## src/rtl/mem_arb_pkg.sv

```systemverilog
// Shared definitions for the memory arbiter: FSM state encoding, requester
// IDs, read-latency bounds and the round-robin rotation helper.
package mem_arb_pkg;

  typedef enum logic [1:0] {
    S_IDLE   = 2'd0,
    S_ACCESS = 2'd1,
    S_WAIT   = 2'd2,
    S_RESP   = 2'd3
  } state_e;

  // Requester IDs double as bit positions in the request vector.
  typedef enum logic [1:0] {
    REQ_FET = 2'd0,
    REQ_LD  = 2'd1,
    REQ_ST  = 2'd2
  } req_id_e;

  localparam int unsigned NUM_REQ    = 3;
  localparam int unsigned RD_LAT_MIN = 1;
  localparam int unsigned RD_LAT_MAX = 4;

  // Rotation order fetch -> load -> store -> fetch.
  function automatic req_id_e next_id(input req_id_e id);
    case (id)
      REQ_FET: next_id = REQ_LD;
      REQ_LD:  next_id = REQ_ST;
      default: next_id = REQ_FET;
    endcase
  endfunction

endpackage

```

## src/rtl/mem_arb_pick.sv

```systemverilog
// Combinational 3-way request picker.
//   Default build  : fixed priority store > load > fetch.
//   MEM_ARB_RR_EN  : round-robin; ptr_i names the requester with the highest
//                    priority this round, the others follow in rotation order.
// Ports:
//   req_i   [2:0]  request vector indexed by req_id_e
//   ptr_i          (MEM_ARB_RR_EN only) highest-priority requester
//   valid_o        at least one request present
//   id_o           winning requester
module mem_arb_pick
  import mem_arb_pkg::*;
(
  input  logic [NUM_REQ-1:0] req_i,
`ifdef MEM_ARB_RR_EN
  input  req_id_e            ptr_i,
`endif
  output logic               valid_o,
  output req_id_e            id_o
);

`ifdef MEM_ARB_RR_EN
  req_id_e cand0, cand1, cand2;

  assign cand0 = ptr_i;
  assign cand1 = next_id(ptr_i);
  assign cand2 = next_id(cand1);
`endif

  // NOTE: every output of a combinational block is given a default before
  // any branch, so no path leaves it unassigned and no latch is inferred.
  always_comb begin
    valid_o = |req_i;
    id_o    = REQ_FET;
`ifdef MEM_ARB_RR_EN
    // Lowest priority evaluated first so the highest one overrides it.
    if (req_i[cand2]) id_o = cand2;
    if (req_i[cand1]) id_o = cand1;
    if (req_i[cand0]) id_o = cand0;
`else
    if (req_i[REQ_ST])      id_o = REQ_ST;
    else if (req_i[REQ_LD]) id_o = REQ_LD;
    else                    id_o = REQ_FET;
`endif
  end

endmodule

```

## src/rtl/mem_arbiter.sv

```systemverilog
// Single-outstanding memory arbiter for fetch, load and store requesters.
// One transaction at a time: IDLE arbitrates, ACCESS strobes the memory for
// one cycle, reads then WAIT RD_LAT cycles, RESP pulses done and returns.
// Optional feature: define MEM_ARB_RR_EN for round-robin arbitration
// (default is fixed priority store > load > fetch, no pointer register).
// Ports:
//   clk_i, rst_i                     clock, synchronous active-high reset
//   fet_req_i/fet_addr_i             fetch read request
//   ld_req_i/ld_addr_i               load read request
//   st_req_i/st_addr_i/st_data_i     store request
//   *_gnt_o                          one-cycle acceptance pulse (ACCESS cycle)
//   *_done_o                         one-cycle completion pulse (RESP cycle)
//   rdata_o                          last read data, valid with read done
//   mem_en_o/mem_we_o                memory strobe / write select
//   mem_addr_o/mem_wdata_o           memory address / write data (0 when idle)
//   mem_rdata_i                      memory read data, RD_LAT cycles after strobe
//   busy_o                           high outside IDLE
module mem_arbiter
  import mem_arb_pkg::*;
#(
  parameter int unsigned RD_LAT = 1,
  parameter int unsigned ADDR_W = 32
) (
  input  logic              clk_i,
  input  logic              rst_i,
  input  logic              fet_req_i,
  input  logic [ADDR_W-1:0] fet_addr_i,
  input  logic              ld_req_i,
  input  logic [ADDR_W-1:0] ld_addr_i,
  input  logic              st_req_i,
  input  logic [ADDR_W-1:0] st_addr_i,
  input  logic [31:0]       st_data_i,
  output logic              fet_gnt_o,
  output logic              ld_gnt_o,
  output logic              st_gnt_o,
  output logic              fet_done_o,
  output logic              ld_done_o,
  output logic              st_done_o,
  output logic [31:0]       rdata_o,
  output logic              mem_en_o,
  output logic              mem_we_o,
  output logic [ADDR_W-1:0] mem_addr_o,
  output logic [31:0]       mem_wdata_o,
  input  logic [31:0]       mem_rdata_i,
  output logic              busy_o
);

  if (RD_LAT < RD_LAT_MIN || RD_LAT > RD_LAT_MAX) begin : g_bad_rd_lat
    $error("mem_arbiter: RD_LAT must be in 1..4");
  end

  state_e            state_q, state_d;
  req_id_e           id_q, id_d;
  logic [ADDR_W-1:0] addr_q, addr_d;
  logic [31:0]       wdata_q, wdata_d;
  logic [31:0]       rdata_q, rdata_d;
  logic [2:0]        cnt_q, cnt_d;

  logic [NUM_REQ-1:0] req_vec;
  logic               pick_valid;
  req_id_e            pick_id;
  logic [ADDR_W-1:0]  pick_addr;

  assign req_vec = {st_req_i, ld_req_i, fet_req_i};

`ifdef MEM_ARB_RR_EN
  req_id_e rr_ptr_q, rr_ptr_d;
`endif

  mem_arb_pick u_pick (
    .req_i   (req_vec),
`ifdef MEM_ARB_RR_EN
    .ptr_i   (rr_ptr_q),
`endif
    .valid_o (pick_valid),
    .id_o    (pick_id)
  );

  always_comb begin
    case (pick_id)
      REQ_ST:  pick_addr = st_addr_i;
      REQ_LD:  pick_addr = ld_addr_i;
      default: pick_addr = fet_addr_i;
    endcase
  end

  always_comb begin
    state_d  = state_q;
    id_d     = id_q;
    addr_d   = addr_q;
    wdata_d  = wdata_q;
    rdata_d  = rdata_q;
    cnt_d    = cnt_q;
`ifdef MEM_ARB_RR_EN
    rr_ptr_d = rr_ptr_q;
`endif
    case (state_q)
      S_IDLE: begin
        // Requests are only looked at here; anything raised and dropped
        // while busy is simply never seen.
        if (pick_valid) begin
          state_d = S_ACCESS;
          id_d    = pick_id;
          addr_d  = pick_addr;
          wdata_d = (pick_id == REQ_ST) ? st_data_i : 32'h0;
`ifdef MEM_ARB_RR_EN
          // Winner drops to lowest priority next round.
          rr_ptr_d = next_id(pick_id);
`endif
        end
      end
      S_ACCESS: begin
        if (id_q == REQ_ST) begin
          state_d = S_RESP;
        end else begin
          state_d = S_WAIT;
          cnt_d   = 3'(RD_LAT);
        end
      end
      S_WAIT: begin
        if (cnt_q == 3'd1) begin
          state_d = S_RESP;
          cnt_d   = 3'd0;
          rdata_d = mem_rdata_i;
        end else begin
          cnt_d = cnt_q - 3'd1;
        end
      end
      default: state_d = S_IDLE;  // S_RESP always returns to IDLE
    endcase
  end

  // NOTE: state registers use non-blocking assignments so every flop samples
  // pre-edge values; blocking here would create order-dependent races.
  always_ff @(posedge clk_i) begin
    if (rst_i) begin
      state_q  <= S_IDLE;
      id_q     <= REQ_FET;
      addr_q   <= '0;
      wdata_q  <= 32'h0;
      rdata_q  <= 32'h0;
      cnt_q    <= 3'd0;
`ifdef MEM_ARB_RR_EN
      rr_ptr_q <= REQ_FET;
`endif
    end else begin
      state_q  <= state_d;
      id_q     <= id_d;
      addr_q   <= addr_d;
      wdata_q  <= wdata_d;
      rdata_q  <= rdata_d;
      cnt_q    <= cnt_d;
`ifdef MEM_ARB_RR_EN
      rr_ptr_q <= rr_ptr_d;
`endif
    end
  end

  logic in_access, in_resp;
  assign in_access = (state_q == S_ACCESS);
  assign in_resp   = (state_q == S_RESP);

  assign fet_gnt_o   = in_access && (id_q == REQ_FET);
  assign ld_gnt_o    = in_access && (id_q == REQ_LD);
  assign st_gnt_o    = in_access && (id_q == REQ_ST);
  assign fet_done_o  = in_resp && (id_q == REQ_FET);
  assign ld_done_o   = in_resp && (id_q == REQ_LD);
  assign st_done_o   = in_resp && (id_q == REQ_ST);
  assign mem_en_o    = in_access;
  assign mem_we_o    = in_access && (id_q == REQ_ST);
  assign mem_addr_o  = in_access ? addr_q : '0;
  assign mem_wdata_o = in_access ? wdata_q : 32'h0;
  assign rdata_o     = rdata_q;
  assign busy_o      = (state_q != S_IDLE);

endmodule

```

## config.mk

```make
export PLATFORM = sky130hd
export DESIGN_NAME = mem_arbiter
export DESIGN_NICKNAME = d
export VERILOG_FILES = /design/src/rtl/mem_arb_pkg.sv /design/src/rtl/mem_arb_pick.sv /design/src/rtl/mem_arbiter.sv
export SDC_FILE = /design/constraint.sdc
export NUM_CORES = 1
export LEC_CHECK = 0
export ABC_AREA = 1
export ABC_CLOCK_PERIOD_IN_PS = 1500
export CAP_MARGIN = 5
export CORE_MARGIN = 2
export CORE_UTILIZATION = 30
export DETAILED_ROUTE_END_ITERATION = 12
export GPL_TIMING_DRIVEN = 1
export PLACE_DENSITY = 0.64
export SYNTH_ARGS = -nofsm -noshare
export SYNTH_HDL_FRONTEND = slang
export SYNTH_SLANG_ARGS = --single-unit
```

## constraint.sdc

```tcl
create_clock -name clk_i -period 1.5 [get_ports clk_i]
set_input_delay 0.225 -clock clk_i [delete_from_list [all_inputs] [get_ports clk_i]]
set_output_delay 0.225 -clock clk_i [all_outputs]
set_load 0.03 [all_outputs]
```

; Word-level counts from Yosys, hierarchy flattened
; Index checks and enable logic that the tools add are counted.
[word_totals]
input_bits = 165
word_cells = 46
output_inout_bits = 105
regBits = 103
[classes]
reduce_logical = 15
n_mux = 13
n_addsub = 1
eq_ne = 11
[op_table]
columns = op, n
row1 = $mux W32, 3
row2 = $pmux W32 S2, 1
row3 = $eq A2 B2 Y1 const B, 4
row4 = $reduce_and A2 Y1, 4
row5 = $eq A2 B1 Y1 const B, 3
row6 = $logic_and A1 B1 Y1, 6
row7 = $mux W2, 3
row8 = $mux W3, 2
row9 = $ne A2 B2 Y1 const B, 3
row10 = $pmux W2 S3, 1
row11 = $pmux W3 S2, 1
row12 = $logic_not A2 Y1, 2
row13 = $reduce_bool A2 Y1, 2
row14 = $eq A3 B1 Y1 const B, 1
row15 = $reduce_or A3 Y1, 1
row16 = $sub A3 B1 Y3 const B, 1
row17 = $mux W1, 2

; Depth between registers and ports, before layout
; Gate-level depths: netlist (run 1).
[depth]
word_depth = 4
ltp_mapped = 9

; Cells and area by module
; A second synthesis (run 1) with hierarchy kept.
[hier_totals]
hier_cells = 782
area_unflattened_um2 = 5383.9
[modules_own_cells]
columns = module, n_inst, cells_per_inst, area_per_inst_um2
row1 = mem_arbiter, 1, 776, 5355.1
row2 = mem_arb_pick, 1, 6, 28.8

; Worst setup path after synthesis (run 1)
; OpenSTA, ideal clock, no wires.
[synth_timing]
path_type = register to output
from = register state_q[1]
to = output fet_gnt_o
required_ns = 1.275
arrival_time_ns = 1.808
stages_incl_launch_ff = 6
path_slack_ns = -0.533
cell_sequence = dfxtp_1 > inv_1 > ha_1 > clkbuf_1 > inv_1 > nor3_1
[synth_via]
elab_chain_cells = 2
[synth_rtl]
columns = item, line_no
row1 = start: declaration, mem_arbiter.sv:52  ; state_e state_q, state_d;
row2 = start signal: assignment, mem_arbiter.sv:147  ; state_q <= state_d;
row3 = $eq A2 B1 Y1, mem_arbiter.sv:160  ; assign in_access = (state_q == S_ACCESS);
row4 = net mem_en_o, mem_arbiter.sv:40  ; output logic mem_en_o,
row5 = $logic_and A1 B1 Y1, mem_arbiter.sv:163  ; assign fet_gnt_o = in_access && (id_q == REQ_FET);
row6 = end: declaration, mem_arbiter.sv:33  ; output logic fet_gnt_o,
; The timed path passes the listed nets, and every way through them passes these cells.

; Final worst setup path (run 1)
[layout_timing]
from = register state_q[1]
to = output mem_addr_o[15]
[layout_via]
elab_chain_cells = 2
[layout_rtl]
columns = item, line_no
row1 = $eq A2 B1 Y1, mem_arbiter.sv:160
row2 = $mux W32, mem_arbiter.sv:171  ; assign mem_addr_o = in_access ? addr_q : '0;
row3 = end: declaration, mem_arbiter.sv:42  ; output logic [ADDR_W-1:0] mem_addr_o,
; Every way passes these cells.

==> results of run 1 <==
-- synth_stat cells (5+ instances only) --
library cell	n	area, µm²
nand2_1	241	904.6
inv_1	111	416.7
dfxtp_1	103	2062
nor2_1	74	277.8
a21oi_1	67	335.3
o21ai_0	66	330.3
nand3_1	36	180.2
clkbuf_1	28	105.1
buf_2	11	55.05
ha_1	6	75.07
buf_4	5	37.54
buf_6	5	56.30
-- sequential cells by signal, summed over array words and instances (netlist names) --
signal,flops
addr_q,32
rdata_o,32
wdata_q,32
cnt_q,3
id_q,2
state_q,2
-- power by group through the flow --
stage                     combinational (mW)  sequential, mW  clock, mW
after floorplan                         3.25            3.96          0
after global placement                  5.68            3.76          0
after detailed placement                5.69            3.77          0
after CTS                               6.46            3.81       2.60
after global routing                    7.31            3.93       2.70
final                                   6.70            3.84       2.51
-- cell type report --
cell class / count / share of cell area, %
repair buffers: 311 / 36.26
multi-input cells: 501 / 28.31
flip-flops and latches: 103 / 23.75
inverters: 113 / 4.990
well taps: 216 / 3.097
clock buffers: 12 / 2.825
clock inverters: 3 / 0.7743
-- timing repair --
item | 4_1_cts | 5_1_grt
gates cloned | 2 | 1
pin swaps | 15 | 16
setup endpoints to repair | 105 | 161
resized for setup | 137 | 32
buffers inserted | 9 | 3
-- worst max-delay path, delay by kind of cell (launching register included) --
kind | cells | cell delay (ps)
simple gates | 1 | 70
fa+ha+maj | 1 | 190
flops | 1 | 330
buf+inv | 5 | 540
-- worst paths after layout --
path,endpoint,from,slack (ps)
min,wdata_q[29],st_data_i[29],440
min reg2reg,rdata_o[14],rdata_o[14],440
max reg2reg,addr_q[5],state_q[0],-80
max,mem_addr_o[15],state_q[1],-200
-- through the flow --
step	hold WS (ps)	total power [mW]	instance area, µm²	cells
after floorplan	372.4	7.209	4969	766
after global placement	428.7	9.442	7845	1233
after detailed placement	433.0	9.467	7845	1233
after CTS	418.5	12.87	8577	1256
after global routing	447.2	13.93	8726	1259
final	436.1	13.06	8726	1259
-- layer usage --
layer / vias to the layer above / routed length, µm / global-route usage (%)
li1: 2883 / - / -
met1: 2531 / 7043 / 22.68
met2: 198 / 8173 / 32.38
met3: 19 / 1186 / 5.113
met4: 0 / 263 / 5.854
met5: - / 0 / 0
-- kinds of logic (layout without fill, tap and decap cells) --
family	Yosys count	after routing	synth area share, %
buffers and inverters	162	439	13.74
adders and majority gates	6	6	1.521
DFF	103	103	41.77
AOI/OAI and AO/OA	135	135	13.92
and+or+nand+nor	360	360	29.05
==> metrics.txt, run 1 <==
WP data arrival 1470 ps; commonest non-fill, non-tap cell in the layout nand2_1; Setup crit end kind output pin; Core Region 16,000 µm²; Req. time, crit path 1270 ps; vias per cell 4.473; IO buf count 269; first-pass GRT wire length 26,900 µm; FP Rows 46; hold depth 3; Iter 0 DRT Violations 153; diodes inserted 0; Fmax 0.5886 GHz; setup tns final -13,020 ps; Worst setup SP type flip-flop; register area share after synthesis 41.77%; clock latency on the worst-skew pair 340 ps; # IOs 270; register area 2072 µm²; Int Power 7.825 mW; share of total power in the clock network 19.2%; Pre-antenna DRT Iters 4; Final Hold Viols 0; H-tree levels 3; Slew headroom 77.67%; Pwr Density 1496 nW/µm²; hpwl dp 12,040 µm; CTS tree yes; die width 132.3 µm; CTS Buf Count 9; post-layout net count 1,210; initial core utilization 30.85%; ys async rst share 0%; final worst-path setup slack -198.9 ps; vias in the first global route 5,492; minimum clock period 1699 ps; total track usage 18.75%; commonest cells after routing, fill and taps aside 209 x nand2_1, 164 x clkdlybuf4s50_1, 99 x dfxtp_1; maximum vdd drop 0.7368 mV; Crit path largest cell delay 330 ps; Switching Fraction 40.07%; final core utilization 54.54%; switching pwr 5.232 mW; GP Congestion 0.8008; Max Cap Viol 0; Clock Pin Slew Worst Setup and Hold Paths 70 ps; status complete, but fails checks; Netlist cell types 20; Crit Path Max Fanout 7; via count 5,631; # hold bufs at CTS 0; die height 132.3 µm; #FFs+latches synth 103; DIE AREA 17,500 µm²; combinational power share 51.3%; ratio of cells with drive above 1 in the final layout 22.82%; Synth Flop Type dfxtp_1; final setup fails 138; EDFF count, synth 0; RSZ-0062 raised after global routing yes; drt drc 0; total of warnings raised by yosys 0; worst r2r path cells 9; critical-path cell list inv_2 -> ha_4 -> buf_6 -> clkbuf_16 -> nand2_1 -> inv_2 -> buf_6; period utilization 113.3%; largest net degree at the start of global routing 39; clock buffer depth 2; leakage power 4.256 nW; ANT nets after route 0; total gr overflow 0; Worst Max-Slew Pin Slew 336.3 ps; Synth Cell Area 4936 µm²; pre-CTS setup slack -237.8 ps; Avg Cell Area, Syn 6.444 µm²; drt wl/cell 13.24 µm; Reg power frac 29.4%; Fill cells 1,597; initial antenna violation count 0; HP Class input port to flip-flop; Clock Skew 6.187 ps; failing checks negative setup slack; Layout area overhead 76.78%; Slew Viols, Final 0; overall routed net length 16,670 µm; area of the multi-input gates 2470 µm²; Net Count, Synth 937; Slowest-stage cell, CP dfxtp_2; synthesized instance count 766; CTS Root Cell clkbuf_16; critical path type flip-flop to output pin; Sink Count 103
Power figures use the tool's default switching activity.
==> run 2: changes to the inputs <==
--- a/config.mk
+++ b/config.mk
@@ -9,10 +9,10 @@
 export ABC_CLOCK_PERIOD_IN_PS = 1500
 export CAP_MARGIN = 5
 export CORE_MARGIN = 2
-export CORE_UTILIZATION = 30
+export CORE_UTILIZATION = 35
 export DETAILED_ROUTE_END_ITERATION = 12
 export GPL_TIMING_DRIVEN = 1
-export PLACE_DENSITY = 0.64
+export PLACE_DENSITY = 0.73
 export SYNTH_ARGS = -nofsm -noshare
 export SYNTH_HDL_FRONTEND = slang
 export SYNTH_SLANG_ARGS = --single-unit
==> metrics.txt, run 2 (synthesis gave the netlist of run 1 again) <==
vias per cell 4.554 (+1.8%); IO buf count 269 (unchanged); Clock Skew 4.779 ps (-1.408 ps); WP buf/inv 4 (-1); cell mode on critical path inv_2; Req. time, crit path 1270 ps (about the same); via count 5,547 (-1.5%); worst hold margin 431.4 ps (-4.768 ps); ratio of cells with drive above 1 in the final layout 20.04% (-2.8 points); Sink Count 103 (unchanged); Final Hold Viols 0 (unchanged); initial core utilization 35.70% (+4.8 points); period utilization 109.2% (-4.0 points); clock latency on the worst-skew pair 340 ps (about the same); # hold bufs at CTS 0 (unchanged); final worst-path setup slack -138.1 ps (+60.75 ps); Slew headroom 73.14% (-4.5 points); largest net degree at the start of global routing 45 (+15%); Slew Viols, Final 0 (unchanged); Iter 0 DRT Violations 222 (+45%); hold depth 3 (unchanged); leakage power 3.983 nW (-6.4%); minimum clock period 1638 ps (-60.75 ps); Clock Pin Slew Worst Setup and Hold Paths 70 ps (about the same); first-pass GRT wire length 23,940 µm (-11%); Core Region 13,830 µm² (-14%); drt wl/cell 13.07 µm (-1.2%); initial antenna violation count 0 (unchanged); vias in the first global route 4,908 (-11%); GP Congestion 0.8057 (+0.61%); Slowest-stage cell, CP dfxtp_2; # IOs 270 (unchanged); CTS tree yes; FP Rows 43 (-6.5%); Fill cells 1,295 (-19%); Fmax 0.6105 GHz (+3.7%); setup tns final -8070 ps (+4949 ps); startpoint of the most critical hold path st_data_i[10]; ANT nets after route 0 (unchanged); Worst Max-Slew Pin Slew 402.9 ps (+66.69 ps); Crit Path Max Fanout 16 (+9); Crit path max-delay family buffers and inverters; commonest non-fill, non-tap cell in the layout nand2_1; CTS Buf Count 9 (unchanged); Pwr Density 1468 nW/µm² (-1.9%); Reg2Reg Launch Point state_q[1]; Pre-antenna DRT Iters 4 (unchanged); die height 122.8 µm (-7.2%); critical path type flip-flop to output pin; total track usage 20.09% (+1.3 points); final setup fails 72 (-48%); failing checks negative setup slack; DIE AREA 15,070 µm² (-14%); HP Class input port to flip-flop; Setup crit end kind output pin; reg2reg end rdata_o[18]; post-layout net count 1,205 (-0.41%); clock buffer depth 2 (unchanged); maximum vdd drop 0.6817 mV (-7.5%); overall routed net length 15,930 µm (-4.4%); commonest cells after routing, fill and taps aside 241 x nand2_1, 164 x clkdlybuf4s50_1, 99 x dfxtp_1; Reg2Reg Setup Slack 20 ps (+100 ps); Max Cap Viol 0 (unchanged); Layout area overhead 71.20%; diodes inserted 0 (unchanged); RSZ-0062 raised after global routing yes; CTS Root Cell clkbuf_16; Worst setup SP type flip-flop; Crit path largest cell delay 320 ps (about the same); hold endpoint wdata_q[10]; H-tree levels 3 (unchanged); drt drc 0 (unchanged); hpwl dp 11,000 µm (-8.7%); total gr overflow 0 (unchanged); status complete, but fails checks; WP data arrival 1410 ps (-60 ps); critical-path cell list inv_2 -> ha_4 -> buf_8 -> nand2_1 -> inv_2 -> buf_4; worst r2r path cells 8 (-1); die width 122.8 µm (-7.2%)
-- run 2: worst register-to-register path, cell delays in order (launching register included) --
cell and delay (ps):
dfxtp_2 330, buf_4 110, buf_6 100, ha_2 200, nand3_4 90, buf_4 170
clkbuf_16 160, o21ai_0 150, a21oi_1 60
-- run 2: report_power, final --
part,switching [mW],internal (mW)
logic,3.56,2.62
clock network,1.02,1.46
registers,0.335,3.41
-- run 2: worst max-delay path by stage --
stage	from	endpoint	slack, ps	cells past startpoint
finish	state_q[1]	mem_wdata_o[11]	-140	6
global route	state_q[1]	mem_addr_o[29]	-220	6
CTS	state_q[1]	mem_wdata_o[11]	-180	6
detailed placement	st_req_i	wdata_q[27]	-230	7
global placement	st_req_i	wdata_q[16]	-180	7
floorplan	state_q[1]	mem_addr_o[12]	-40	6
-- run 2: timing repair --
action                                  4_1_cts  5_1_grt
endpoints found under the setup margin      105      110
gates cloned                                  1        2
resized for setup                           100       35
buffers inserted                              5        5
pin swaps                                     2        6
-- run 2: final cells by class --
cell class	count	area, µm²	area share (%)
Clock buffer	10	229.0	2.710
Clock inverter	5	82.58	0.9772
Inverter	113	436.7	5.167
Multi-Input combinational cell	501	2306	27.29
Sequential cell	103	2069	24.49
Tap cell	180	225.2	2.665
Timing Repair Buffer	306	3102	36.70
-- run 2: metrics by stage --
stage / setup slack, ps / utilization (%) / instances / power [mW] / area [µm²]
after global routing: -220.7 / 61.12 / 1218 / 13.23 / 8451
after detailed placement: -228.2 / 55.96 / 1192 / 9.214 / 7737
after CTS: -177.8 / 60.19 / 1213 / 12.23 / 8323
after floorplan: -35.19 / - / 766 / 7.209 / 4969
final: -138.1 / 61.12 / 1218 / 12.41 / 8451
after global placement: -175.4 / 55.96 / 1192 / 9.161 / 7737
-- run 2: layer usage --
metal	global-route usage [%]	up-vias	part of all wire [%]
met2	33.81	193	48
li1	-	2874	-
met1	24.13	2450	42
met4	7.902	0	2.5
met3	5.669	30	7.7
met5	0	-	0
